--- config.mk ---
export PLATFORM = sky130hd
export DESIGN_NAME = core_arbiter
export DESIGN_NICKNAME = d
export VERILOG_FILES = /design/src/rtl/core_arbiter.sv
export SDC_FILE = /design/constraint.sdc
export NUM_CORES = 1
export LEC_CHECK = 0
export CORE_AREA = 8 8 116 118
export DETAILED_ROUTE_END_ITERATION = 8
export DIE_AREA = 0 0 124 126
export PLACE_DENSITY = 0.65
export REMOVE_ABC_BUFFERS = 1
export SLEW_MARGIN = 30
export SYNTH_ARGS = -nofsm -noshare
export SYNTH_HDL_FRONTEND = slang
export SYNTH_SLANG_ARGS = --single-unit
--- constraint.sdc ---
create_clock -name clk -period 1.9 [get_ports clk]
set_input_delay 0.19 -clock clk [delete_from_list [all_inputs] [get_ports clk]]
set_output_delay 0.19 -clock clk [all_outputs]
set_load 0.01 [all_outputs]
--- src/rtl/core_arbiter.sv ---
// Two-master to one-slave core-bus arbiter: round-robin with request locking,
// plus an in-order ID FIFO that routes each slave response back to its issuer.
module core_arbiter #(
   parameter int MAX_OUTSTANDING = 2
) (
   input  logic        clk,
   input  logic        rst,
   input  logic        m0_req,
   output logic        m0_gnt,
   output logic        m0_rvalid,
   input  logic        m0_we,
   input  logic [3:0]  m0_be,
   input  logic [31:0] m0_addr,
   input  logic [31:0] m0_wdata,
   output logic [31:0] m0_rdata,
   output logic        m0_err,
   input  logic        m1_req,
   output logic        m1_gnt,
   output logic        m1_rvalid,
   input  logic        m1_we,
   input  logic [3:0]  m1_be,
   input  logic [31:0] m1_addr,
   input  logic [31:0] m1_wdata,
   output logic [31:0] m1_rdata,
   output logic        m1_err,
   output logic        s_req,
   input  logic        s_gnt,
   input  logic        s_rvalid,
   output logic        s_we,
   output logic [3:0]  s_be,
   output logic [31:0] s_addr,
   output logic [31:0] s_wdata,
   input  logic [31:0] s_rdata,
   input  logic        s_err,
   output logic        protocol_err
);

   localparam int CW = $clog2(MAX_OUTSTANDING + 1);
   localparam int PW = (MAX_OUTSTANDING > 1) ? $clog2(MAX_OUTSTANDING) : 1;
   localparam logic [CW-1:0] MAX_CNT  = CW'(MAX_OUTSTANDING);
   localparam logic [PW-1:0] LAST_PTR = PW'(MAX_OUTSTANDING - 1);

   logic                       r_locked;
   logic                       r_lockId;
   logic                       r_last;
   logic                       r_protocolErr;
   logic [CW-1:0]              r_count;
   logic [PW-1:0]              r_wrPtr;
   logic [PW-1:0]              r_rdPtr;
   logic [MAX_OUTSTANDING-1:0] r_idFifo;

   logic w_sel;
   logic w_selReq;
   logic w_sReq;
   logic w_handshake;
   logic w_pop;
   logic w_head;

   // A locked request keeps the bus; otherwise a lone requester wins and a tie goes to ~last.
   always_comb begin
      w_sel = 1'b0;
      if (r_locked)
         w_sel = r_lockId;
      else if (m0_req && !m1_req)
         w_sel = 1'b0;
      else if (m1_req && !m0_req)
         w_sel = 1'b1;
      else if (m0_req && m1_req)
         w_sel = ~r_last;
   end

   // Full-blocking looks at the registered count, so a same-cycle pop never frees a slot early.
   assign w_selReq    = w_sel ? m1_req : m0_req;
   assign w_sReq      = !rst && w_selReq && (r_count < MAX_CNT);
   assign w_handshake = w_sReq && s_gnt;
   assign w_pop       = !rst && s_rvalid && (r_count != '0);
   assign w_head      = r_idFifo[r_rdPtr];

   always_comb begin
      s_req     = w_sReq;
      s_we      = 1'b0;
      s_be      = 4'h0;
      s_addr    = 32'h0;
      s_wdata   = 32'h0;
      m0_gnt    = 1'b0;
      m1_gnt    = 1'b0;
      m0_rvalid = 1'b0;
      m0_rdata  = 32'h0;
      m0_err    = 1'b0;
      m1_rvalid = 1'b0;
      m1_rdata  = 32'h0;
      m1_err    = 1'b0;
      if (w_sReq) begin
         s_we    = w_sel ? m1_we    : m0_we;
         s_be    = w_sel ? m1_be    : m0_be;
         s_addr  = w_sel ? m1_addr  : m0_addr;
         s_wdata = w_sel ? m1_wdata : m0_wdata;
         m0_gnt  = s_gnt && !w_sel;
         m1_gnt  = s_gnt && w_sel;
      end
      if (w_pop) begin
         if (w_head) begin
            m1_rvalid = 1'b1;
            m1_rdata  = s_rdata;
            m1_err    = s_err;
         end else begin
            m0_rvalid = 1'b1;
            m0_rdata  = s_rdata;
            m0_err    = s_err;
         end
      end
   end

   assign protocol_err = r_protocolErr;

   always_ff @(posedge clk or posedge rst) begin
      if (rst) begin
         r_locked      <= 1'b0;
         r_lockId      <= 1'b0;
         r_last        <= 1'b1;
         r_protocolErr <= 1'b0;
         r_count       <= '0;
         r_wrPtr       <= '0;
         r_rdPtr       <= '0;
         r_idFifo      <= '0;
      end else begin
         if (w_handshake) begin
            r_locked          <= 1'b0;
            r_last            <= w_sel;
            r_idFifo[r_wrPtr] <= w_sel;
            r_wrPtr           <= (r_wrPtr == LAST_PTR) ? '0 : r_wrPtr + 1'b1;
         end else if (w_sReq) begin
            r_locked <= 1'b1;
            r_lockId <= w_sel;
         end
         if (w_pop)
            r_rdPtr <= (r_rdPtr == LAST_PTR) ? '0 : r_rdPtr + 1'b1;
         case ({w_handshake, w_pop})
            2'b10:   r_count <= r_count + 1'b1;
            2'b01:   r_count <= r_count - 1'b1;
            default: r_count <= r_count;
         endcase
         if (s_rvalid && (r_count == '0))
            r_protocolErr <= 1'b1;
      end
   end

endmodule
==> impl_summary.log, run 1 <==
[metrics] setup violation total in the final timing report: 64
[metrics] sequential-to-total area share from yosys stat: 0.122
[metrics] largest fanout on the critical path: 7
[metrics] most instantiated cells after synthesis: 140 x sky130_fd_sc_hd__nor2_1, 71 x sky130_fd_sc_hd__mux2i_1, 36 x sky130_fd_sc_hd__nand2_1, 9 x sky130_fd_sc_hd__dfrtp_1, 7 x sky130_fd_sc_hd__clkbuf_1
[metrics] Post-synth top flop: sky130_fd_sc_hd__dfrtp_1
[metrics] first-pass GRT wire length: 20.8 mm
[metrics] quantity of I/O buffers inserted on ports: 317
[metrics] area fraction in compound gates after synthesis: 0.0327
[metrics] routed length per instance: 18.4 microns
[metrics] area fraction of the dominant cell type after synthesis: 0.344
[metrics] main combinational cell family by area after synthesis: simple AND/OR/NAND/NOR gates
[metrics] register bit count reported by yosys: 10
[metrics] vias in the first global route: 3,777
[metrics] Final Hold Violating Endpoints: 0
[metrics] max-slew violations: 0
[metrics] capturing instance or port of the critical path: s_wdata[29]
[metrics] most common cell in the synthesized netlist: sky130_fd_sc_hd__nor2_1
[metrics] terminus of the critical flop-to-flop path: r_count[1]$_DFFE_PP0P_
[metrics] CP endpoint kind: output port
[metrics] count of hold-fix buffers inserted at cts: 0
[metrics] static leakage: 3.07 nW
[metrics] TritonCTS buffer count: 3
[metrics] number of distinct library cells after synthesis: 34
[metrics] Filler Cell Count: 1,130
[metrics] Longest Clk Path Bufs: 2
[metrics] average size of a mapped cell: 6.49 sq um
[metrics] overflow left after global routing: 0
[metrics] final setup margin: -189 ps
[metrics] total wire length: 15.4 mm
[metrics] XOR/XNOR Fraction of Synth Area: 0.0212
[metrics] launching point of the worst reg2reg path: r_count[1]$_DFFE_PP0P_
[metrics] TritonCTS clock tree: yes
[metrics] async set or reset register ratio after synthesis: 1.00
[metrics] clock insertion delay at the later pin of the skew report: 240 ps
[metrics] synthesis-to-finish area growth: 189%
[metrics] 1st-pass router iterations: 4
[metrics] period utilization: 1.10
[metrics] cell type contributing the most total cell area after synthesis: sky130_fd_sc_hd__mux2i_1
[metrics] transition time at the pin with the least slew margin: 405 ps
[metrics] critical path depth in cells: 9
[metrics] Sw Pwr: 2.79 mW
[metrics] violations in the final reports: negative setup slack
[metrics] highest cell delay on the worst timing path: 540 ps
[metrics] slowest cell on the critical path: sky130_fd_sc_hd__dfstp_2
[metrics] n_diodes: 0
[metrics] area of the core region: 0.0117 sq mm
[metrics] share of total power in the clock network: 0.058
[metrics] share of cells above drive strength 1: 0.403
[metrics] final critical delay including setup and external delays: 2090 ps
[metrics] CP Buf/Inv Count: 5
[metrics] first element of the critical path: r_last$_DFFE_PP1P_
[metrics] sum of net half-perimeters after detailed placement: 12.4 mm
[metrics] cell area after synthesis: 0.00206 sq mm
[metrics] mux contribution to synthesized area: 0.344
[metrics] outcome: finished with violations
[metrics] maximum number of pins on one net before global-route repair: 46
[metrics] count of max-cap constraint violations: 0
[metrics] worst reg-to-reg path cell count: 11
[metrics] cell type group with the largest total delay on the critical path: buffers and inverters
[metrics] basic-gate share of the synthesized area counting and, or, nand and nor cells: 0.367
[metrics] total via count in the routed design: 3,603
[metrics] sequence of cells on the critical path: nand2_2 -> a22oi_2 -> buf_4 -> buf_12 -> buf_12 -> clkbuf_16 -> mux2i_1 -> nor2_1 -> buf_2
[metrics] worst ir drop on vdd: 0.000615 V
[metrics] cell with the most instances on the worst path: sky130_fd_sc_hd__buf_12
[metrics] Total GRT Usage: 0.168
[metrics] Initial DRC Count: 41
[metrics] die width: 124 microns
[metrics] post-synthesis share of cell area spent on full adders, half adders and majority gates: 0.00606
[metrics] CTS HTree Levels: 1
[metrics] number of cell rows: 40
[metrics] pre-CTS worst setup slack: -509 ps
[metrics] number of standard cells after synthesis: 318
[metrics] Synth Warn #: 0
[metrics] DRC violations left: 0
[metrics] library cell used as clock root buffer: sky130_fd_sc_hd__clkbuf_16
[metrics] worst setup path category: reg -> out
[metrics] required time of the critical path: 1710 ps
[metrics] number of synthesized flops with an enable pin: 0
[metrics] utilization after layout: 0.509
[metrics] Cell Int Power: 3.85 mW
[metrics] worst clock skew: 2.46 ps
[metrics] Sw Ratio: 0.420
[metrics] Highest Clock Rate: 0.479 GHz
[metrics] die extent in y: 126 microns
[metrics] gpl congestion: 0.851
[metrics] CTS clock-pin slew for the worst setup and hold paths: 40 ps
[metrics] R2R Setup Slk: 70 ps
[metrics] proportion of power drawn by combinational gates: 0.879
[metrics] final net count: 867
[metrics] share of power burned in registers: 0.063
[metrics] RSZ-0062 raised after global routing: yes
[metrics] class of the tightest hold or removal check: in -> async
[metrics] Detail Route Antenna Nets: 0
[metrics] Worst Path Arrival: 1900 ps
[metrics] floorplan die area: 0.0156 sq mm
[metrics] Worst Setup Start Kind: register
[metrics] cell types with the largest area share after synthesis: sky130_fd_sc_hd__mux2i_1 34%, sky130_fd_sc_hd__nor2_1 25%, sky130_fd_sc_hd__dfrtp_1 11%
[metrics] clk sinks: 10
[metrics] antenna violations before repair: 1
[metrics] headroom to the max-slew limit: 0.730
[metrics] number of primary I/O pins: 318
[metrics] total power density per cell area: 1110 mW/mm^2
[metrics] effective utilization at floorplan: 0.176
[metrics] via count normalized by instance count: 4.31
tightest hold or removal path, delay by kind of cell:
family / cells / cell delay (ps)
buffers and inverters: 3 / 720
layer usage:
layer | part of all wire | up-vias | global-route usage
met1 | 0.34 | 1617 | 0.159
met2 | 0.53 | 204 | 0.327
met5 | 0.00084 | - | 0
li1 | - | 1765 | -
met3 | 0.12 | 15 | 0.0697
met4 | 0.010 | 2 | 0.0301
logic make-up (layout without fill, tap and decap cells):
| kind of cell | Yosys count | count (layout) |
|---|---|---|
| DFF | 10 | 10 |
| buffers and inverters | 32 | 402 |
| AOI/OAI and AO/OA | 9 | 9 |
| adders and majority gates | 1 | 1 |
| and+or+nand+nor | 190 | 190 |
| xor gates and xnor gates | 5 | 5 |
| muxes | 71 | 71 |
worst min-delay path by stage:
stage	from	to	cells after the start
floorplan	rst	protocol_err$_DFFE_PP0P_	1
global placement	protocol_err$_DFFE_PP0P_	protocol_err$_DFFE_PP0P_	1
detailed placement	protocol_err$_DFFE_PP0P_	protocol_err$_DFFE_PP0P_	1
CTS	rst	r_count[1]$_DFFE_PP0P_	3
global route	rst	r_idFifo[1]$_DFFE_PP0P_	3
finish	rst	r_count[1]$_DFFE_PP0P_	3
layout by cell type (no fill, tap or decap), types with 12 or more instances in the layout:
cell	n
sky130_fd_sc_hd__buf_12	14
sky130_fd_sc_hd__buf_2	111
sky130_fd_sc_hd__buf_4	33
sky130_fd_sc_hd__buf_6	28
sky130_fd_sc_hd__clkbuf_2	12
sky130_fd_sc_hd__clkdlybuf4s50_1	175
sky130_fd_sc_hd__mux2i_1	62
sky130_fd_sc_hd__nand2_1	19
sky130_fd_sc_hd__nand2_4	13
sky130_fd_sc_hd__nor2_1	113
sky130_fd_sc_hd__nor2_2	16
power by group through the flow:
stage	Sequential, mW	Clock (mW)	Combinational [mW]
3_3_place_gp	0.399	0	4.50
6_report	0.418	0.385	5.84
3_5_place_dp	0.404	0	4.56
2_1_floorplan	0.391	0	1.77
5_1_grt	0.431	0.398	6.21
4_1_cts	0.412	0.391	5.13
through the flow:
stage / total power, mW / area, sq um / std cells / hold slack (ps) / setup TNS, ps
after global routing: 7.04 / 5970 / 835 / 305 / -14940
after detailed placement: 4.96 / 5590 / 788 / 461 / -52770
after global placement: 4.90 / 5590 / 788 / 451 / -50660
after CTS: 5.93 / 5450 / 824 / 235 / -8820
after floorplan: 2.16 / 1870 / 292 / 29.5 / -166260
final: 6.65 / 5970 / 835 / 255 / -6770
sequential cells by signal (all words and copies together) (netlist names):
| signal | flops |
|---|---|
| r_count | 2 |
| r_idFifo | 2 |
| protocol_err | 1 |
| r_last | 1 |
| r_lockId | 1 |
| r_locked | 1 |
| r_rdPtr | 1 |
| r_wrPtr | 1 |
cell type report:
class | count | area (sq um) | share of cell area
Tap cell | 147 | 184 | 0.0308
Inverter | 6 | 22.5 | 0.00378
Timing Repair Buffer | 392 | 3500 | 0.586
Multi-Input combinational cell | 276 | 1930 | 0.323
Clock buffer | 4 | 78.8 | 0.0132
Sequential cell | 10 | 253 | 0.0424
timing repair:
item	4_1_cts	5_1_grt
gates resized for setup	542	128
pin swaps	12	52
setup buffers	32	8
setup endpoints to repair	140	135
gates cloned	1	5
Note: power is estimated with default switching activity, not from simulation.
==> run 2, diff against run 1 <==
--- a/config.mk
+++ b/config.mk
@@ -9,5 +9,5 @@
 export DETAILED_ROUTE_END_ITERATION = 8
 export DIE_AREA = 0 0 124 126
-export PLACE_DENSITY = 0.65
+export PLACE_DENSITY = 0.74
 export REMOVE_ABC_BUFFERS = 1
 export SLEW_MARGIN = 30
==> constraint.sdc (replaced) <==
create_clock -name clk -period 1.9 [get_ports clk]
set_input_delay 0.19 -clock clk [delete_from_list [all_inputs] [get_ports clk]]
set_output_delay 0.19 -clock clk [all_outputs]
set_load 0.1 [all_outputs]
==> impl_summary.log, run 2 (synthesis gave the netlist of run 1 again) <==
[metrics] post-layout instance count excluding filler cells: 809 (-3.1%)
[metrics] clk sinks: 10 (unchanged)
[metrics] clock insertion delay at the later pin of the skew report: 230 ps (about the same)
[metrics] total power density per cell area: 1430 mW/mm^2 (+29%)
[metrics] Post-Route Setup TNS: -17,220 ps (-10,450 ps)
[metrics] area used by multi-input combinational logic: 0.00278 sq mm (+44%)
[metrics] total via count in the routed design: 3,787 (+5.1%)
[metrics] highest-count cells in the layout ignoring fill and taps: 173 x sky130_fd_sc_hd__clkdlybuf4s50_1, 151 x sky130_fd_sc_hd__buf_12, 65 x sky130_fd_sc_hd__nor2_2
[metrics] CP Buf/Inv Count: 4 (-1)
[metrics] CTS HTree Levels: 1 (unchanged)
[metrics] floorplan die area: 0.0156 sq mm (unchanged)
[metrics] sequence of cells on the critical path: nand2_2 -> a22oi_2 -> buf_6 -> buf_12 -> buf_16 -> mux2i_2 -> nor2_2 -> buf_12
[metrics] Largest regs: r_count x2, r_idFifo x2
[metrics] TritonCTS clock tree: yes
[metrics] headroom to the max-slew limit: 0.738 (+0.00802)
[metrics] CTS clock-pin slew for the worst setup and hold paths: 40 ps (about the same)
[metrics] setup violation total in the final timing report: 106 (+66%)
[metrics] maximum number of pins on one net before global-route repair: 35 (-24%)
[metrics] pre-CTS worst setup slack: -295 ps (+214 ps)
[metrics] area of the core region: 0.0117 sq mm (unchanged)
[metrics] Worst Setup Start Kind: register
[metrics] overflow left after global routing: 0 (unchanged)
[metrics] Longest Clk Path Bufs: 2 (unchanged)
[metrics] share of cells above drive strength 1: 0.582 (+0.180)
[metrics] required time of the critical path: 1710 ps (about the same)
[metrics] transition time at the pin with the least slew margin: 393 ps (-12.0 ps)
[metrics] Worst Path Arrival: 2010 ps (+110 ps)
[metrics] total wire length: 18.8 mm (+22%)
[metrics] class of the tightest hold or removal check: in -> reg
[metrics] sequential cell area: 254 sq um (+0.50%)
[metrics] TritonCTS buffer count: 3 (unchanged)
[metrics] number of cell rows: 40 (unchanged)
[metrics] final setup margin: -303 ps (-114 ps)
[metrics] number of primary I/O pins: 318 (unchanged)
[metrics] static leakage: 3.24 nW (+5.5%)
[metrics] library cell used as clock root buffer: sky130_fd_sc_hd__clkbuf_16
[metrics] gpl congestion: 0.849 (-0.21%)
[metrics] Total GRT Usage: 0.202 (+0.0341)
[metrics] slowest cell on the critical path: sky130_fd_sc_hd__dfstp_2
[metrics] quantity of I/O buffers inserted on ports: 317 (unchanged)
[metrics] Initial DRC Count: 134 (+230%)
[metrics] overall power: 12.4 mW (+86%)
[metrics] count of max-cap constraint violations: 0 (unchanged)
[metrics] DRC violations left: 0 (unchanged)
[metrics] max-slew violations: 0 (unchanged)
[metrics] R2R Setup Slk: 100 ps (+30 ps)
[metrics] cell with the most instances on the worst path: sky130_fd_sc_hd__buf_12
[metrics] outcome: finished with violations
[metrics] sum of net half-perimeters after detailed placement: 13.4 mm (+7.4%)
[metrics] worst ir drop on vdd: 0.00133 V (+120%)
[metrics] cell type group with the largest total delay on the critical path: buffers and inverters
[metrics] Detail Route Antenna Nets: 0 (unchanged)
[metrics] RSZ-0062 raised after global routing: yes
[metrics] final critical delay including setup and external delays: 2200 ps (+114 ps)
[metrics] routed length per instance: 23.3 microns (+26%)
[metrics] final standard cell area without fillers: 0.00862 sq mm (+44%)
[metrics] CP endpoint kind: output port
[metrics] antenna violations before repair: 1 (unchanged)
[metrics] number of instances in the placed design: 788 (unchanged)
[metrics] violations in the final reports: negative setup slack
[metrics] die extent in y: 126 microns (unchanged)
[metrics] effective utilization at floorplan: 0.176 (unchanged)
[metrics] final net count: 840 (-3.1%)
[metrics] launching point of the worst reg2reg path: r_count[1]$_DFFE_PP0P_
[metrics] worst setup path category: reg -> out
[metrics] synthesis-to-finish area growth: 317%
[metrics] worst slack on hold paths: 240 ps (-15.5 ps)
[metrics] Filler Cell Count: 708 (-37%)
[metrics] 1st-pass router iterations: 4 (unchanged)
[metrics] Highest Clock Rate: 0.454 GHz (-5.2%)
[metrics] largest fanout on the critical path: 11 (+4)
[metrics] via count normalized by instance count: 4.68 (+8.5%)
[metrics] first element of the critical path: r_last$_DFFE_PP1P_
[metrics] Final Hold Violating Endpoints: 0 (unchanged)
[metrics] worst clock skew: 2.73 ps (+0.276 ps)
[metrics] die width: 124 microns (unchanged)
[metrics] placed cell areas: 0.00695 sq mm (+24%)
[metrics] first-pass GRT wire length: 24.2 mm (+16%)
[metrics] period utilization: 1.16 (+0.0599)
[metrics] start point of the worst hold path: s_rvalid
[metrics] utilization after layout: 0.736 (+0.226)
[metrics] vias in the first global route: 4,089 (+8.3%)
[metrics] most frequent standard cell in the layout excluding fill and tap cells: sky130_fd_sc_hd__clkdlybuf4s50_1
[metrics] highest cell delay on the worst timing path: 530 ps (about the same)
-- run 2: cell count changes in the layout (fill, tap and decap cells not counted), sizes merged --
cell | previous run | this run
clkdlybuf4s50 | 175 | 173
buf | 192 | 187
dlygate4sd2 | 6 | 2
clkbuf | 20 | 6
clkdlybuf4s15 | 2 | 0
diode | 0 | 1
-- run 2: per-layer routing --
layer	GRT usage	wire, microns	vias to the layer above
met5	0	0	-
met4	0.0511	580	0
met3	0.0563	1770	36
met2	0.407	10400	237
met1	0.190	6070	1795
li1	-	-	1719
-- run 2: timing repair --
| item | CTS | global route |
|---|---|---|
| setup endpoints to repair | 134 | 139 |
| cloned | 7 | 2 |
| hold buffers | 0 | 0 |
| gates resized for setup | 167 | 159 |
| setup buffers | 13 | 4 |
| pin swaps | 32 | 50 |
-- run 2: power by group --
part	switching (mW)	leakage, nW	internal [mW]
registers	0.111	0.110	0.325
clock network	0.0927	0.0442	0.316
logic	6.79	3.08	4.72
-- run 2: worst paths after layout --
| path | to | cells past startpoint |
|---|---|---|
| max | s_wdata[14] | 8 |
| max in group asynchronous | r_last$_DFFE_PP1P_ | 3 |
| min reg2reg | protocol_err$_DFFE_PP0P_ | 1 |
| max reg2reg | r_count[1]$_DFFE_PP0P_ | 10 |
| min | protocol_err$_DFFE_PP0P_ | 2 |
| min in group asynchronous | r_count[0]$_DFFE_PP0P_ | 3 |
-- run 2: layout make-up --
cell class,count,area share
repair buffers,365,0.613
well taps,147,0.0213
flip-flops and latches,10,0.0295
inverters,6,0.00261
multi-input cells,276,0.323
diodes,1,0.000290
clock buffers,4,0.0103
-- run 2: worst register-to-register path: cells and delay by family, from the launching register on --
kind	cells	cell delay, ps
buffers and inverters	4	510
flip-flops	1	440
AND/OR/NAND/NOR	3	330
XOR/XNOR	2	280
adder cells (fa/ha/maj)	1	160
==> run 3, diff against run 2 <==
RECOVER_POWER = 100   (was not set)
==> impl_summary.log, run 3 (synthesis gave the netlist of run 1 again) <==
[metrics] class of the tightest hold or removal check: in -> reg
[metrics] die extent in y: 126 microns (unchanged)
[metrics] via count normalized by instance count: 4.69 (+0.13%)
[metrics] violations in the final reports: negative setup slack
[metrics] effective utilization at floorplan: 0.176 (unchanged)
[metrics] clock insertion delay at the later pin of the skew report: 230 ps (about the same)
[metrics] maximum number of pins on one net before global-route repair: 35 (unchanged)
[metrics] share of cells above drive strength 1: 0.576 (-0.00605)
[metrics] first-pass GRT wire length: 24.2 mm (unchanged)
[metrics] worst setup path category: reg -> out
[metrics] floorplan die area: 0.0156 sq mm (unchanged)
[metrics] CTS clock-pin slew for the worst setup and hold paths: 40 ps (about the same)
[metrics] pre-CTS worst setup slack: -295 ps (unchanged)
[metrics] final critical delay including setup and external delays: 2200 ps (+1.85 ps)
[metrics] routed length per instance: 23.3 microns (about the same)
[metrics] cell type group with the largest total delay on the critical path: buffers and inverters
[metrics] clk sinks: 10 (unchanged)
[metrics] Highest Clock Rate: 0.454 GHz (about the same)
[metrics] quantity of I/O buffers inserted on ports: 317 (unchanged)
[metrics] sequential cell area: 253 sq um (-0.49%)
[metrics] vias in the first global route: 4,089 (unchanged)
[metrics] Filler Cell Count: 719 (+1.6%)
[metrics] setup violation total in the final timing report: 114 (+7.5%)
[metrics] highest cell delay on the worst timing path: 530 ps (about the same)
[metrics] Worst Setup Start Kind: register
[metrics] required time of the critical path: 1710 ps (about the same)
[metrics] Final Hold Violating Endpoints: 0 (unchanged)
[metrics] count of max-cap constraint violations: 0 (unchanged)
[metrics] area used by multi-input combinational logic: 0.00278 sq mm (-0.13%)
[metrics] DRC violations left: 0 (unchanged)
[metrics] gpl congestion: 0.849 (unchanged)
[metrics] outcome: finished with violations
[metrics] number of primary I/O pins: 318 (unchanged)
[metrics] Worst Path Arrival: 2010 ps (about the same)
[metrics] final setup margin: -305 ps (-1.85 ps)
[metrics] cell with the most instances on the worst path: sky130_fd_sc_hd__buf_12
[metrics] library cell used as clock root buffer: sky130_fd_sc_hd__clkbuf_16
[metrics] synthesis-to-finish area growth: 316%
[metrics] Longest Clk Path Bufs: 2 (unchanged)
[metrics] total wire length: 18.8 mm (about the same)
[metrics] worst slack on hold paths: 241 ps (+1.33 ps)
[metrics] die width: 124 microns (unchanged)
[metrics] sequence of cells on the critical path: nand2_2 -> a22oi_2 -> buf_6 -> buf_12 -> buf_16 -> mux2i_2 -> nor2_2 -> buf_12
[metrics] utilization after layout: 0.733 (-0.00310)
[metrics] CP Buf/Inv Count: 4 (unchanged)
[metrics] CTS HTree Levels: 1 (unchanged)
[metrics] sum of net half-perimeters after detailed placement: 13.4 mm (unchanged)
[metrics] overall power: 12.3 mW (-0.26%)
[metrics] max-slew violations: 0 (unchanged)
[metrics] R2R Setup Slk: 0 ps (-100 ps)
[metrics] headroom to the max-slew limit: 0.624 (-0.114)
[metrics] final net count: 840 (unchanged)
[metrics] 1st-pass router iterations: 4 (unchanged)
[metrics] static leakage: 3.23 nW (-0.40%)
[metrics] area of the core region: 0.0117 sq mm (unchanged)
[metrics] CP endpoint kind: output port
[metrics] overflow left after global routing: 0 (unchanged)
[metrics] most frequent standard cell in the layout excluding fill and tap cells: sky130_fd_sc_hd__clkdlybuf4s50_1
[metrics] TritonCTS buffer count: 3 (unchanged)
[metrics] number of cell rows: 40 (unchanged)
[metrics] highest-count cells in the layout ignoring fill and taps: 173 x sky130_fd_sc_hd__clkdlybuf4s50_1, 149 x sky130_fd_sc_hd__buf_12, 65 x sky130_fd_sc_hd__nor2_2
[metrics] period utilization: 1.16 (about the same)
[metrics] Initial DRC Count: 134 (unchanged)
[metrics] worst ir drop on vdd: 0.00132 V (-0.60%)
[metrics] slowest cell on the critical path: sky130_fd_sc_hd__dfstp_2
[metrics] total power density per cell area: 1440 mW/mm^2 (+0.16%)
[metrics] Largest regs: r_count x2, r_idFifo x2
[metrics] RSZ-0062 raised after global routing: yes
[metrics] Detail Route Antenna Nets: 0 (unchanged)
[metrics] transition time at the pin with the least slew margin: 566 ps (+174 ps)
[metrics] Total GRT Usage: 0.202 (unchanged)
[metrics] antenna violations before repair: 1 (unchanged)
[metrics] Post-Route Setup TNS: -18,080 ps (-857 ps)
[metrics] total via count in the routed design: 3,792 (+0.13%)
[metrics] TritonCTS clock tree: yes
[metrics] largest fanout on the critical path: 11 (unchanged)
[metrics] worst clock skew: 2.74 ps (+0.00780 ps)
==> run 3: changes by cell type in the layout (fill, tap and decap cells not counted) <==
cell                       before  now
sky130_fd_sc_hd__buf_12       151  149
sky130_fd_sc_hd__a21oi_1        1    2
sky130_fd_sc_hd__clkbuf_1       0    2
sky130_fd_sc_hd__buf_6          9   10
sky130_fd_sc_hd__dfrtp_1        7    8
sky130_fd_sc_hd__a21oi_2        1    0
sky130_fd_sc_hd__buf_4         16   14
sky130_fd_sc_hd__dfrtp_2        2    1
sky130_fd_sc_hd__clkbuf_2       0    1
==> run 3: layout make-up <==
class                      instances  area share
tap                              147      0.0214
clock buffer                       4      0.0104
sequential                        10      0.0295
inverter                           6     0.00262
multi-input combinational        276       0.324
antenna                            1    0.000292
timing repair buffer             365       0.612
==> run 3: final timing paths <==
kind / start / to / cells after the start
setup / recovery: r_last$_DFFE_PP1P_ / s_wdata[14] / 8
hold reg to reg: r_last$_DFFE_PP1P_ / r_last$_DFFE_PP1P_ / 2
hold / removal: s_rvalid / protocol_err$_DFFE_PP0P_ / 2
min in group asynchronous: rst / r_count[0]$_DFFE_PP0P_ / 3
setup reg to reg: r_lockId$_DFFE_PP0P_ / r_count[1]$_DFFE_PP0P_ / 9
max in group asynchronous: rst / r_last$_DFFE_PP1P_ / 3
==> run 3: through the flow <==
step	cell area (sq um)	instances
5_1_grt	8580	809
4_1_cts	7950	810
2_1_floorplan	1870	292
3_5_place_dp	6950	788
3_3_place_gp	6950	788
6_report	8580	809
==> run 3: worst reg2reg max path, delay by kind of cell, from the launching register on <==
family / cells / cell delay (ps)
AO/OA/AOI/OAI: 1 / 200
XOR/XNOR: 2 / 270
adder cells (fa/ha/maj): 1 / 150
buffers and inverters: 2 / 430
flip-flops: 1 / 410
AND/OR/NAND/NOR: 3 / 340
==> run 3: metal layers <==
layer  GRT usage  part of all wire  up-vias  wire (microns)
met5           0                 0        -               0
met2       0.407              0.55      235           10400
met1       0.190              0.32     1801            6070
met4      0.0511             0.031        0             580
met3      0.0563             0.094       36            1780
li1            -                 -     1720               -
==> run 3: power breakdown <==
group | internal [mW] | switching (mW)
Sequential | 0.323 | 0.111
Combinational | 4.70 | 6.78
Clock | 0.316 | 0.0927
==> run 3: what timing repair did <==
item                                    in CTS  in global routing
hold buffers                                 0                  0
endpoints found under the setup margin     134                139
gates cloned                                 7                  2
pin swaps                                   32                 50
setup buffers                               13                  4
gates resized for setup                    167                159
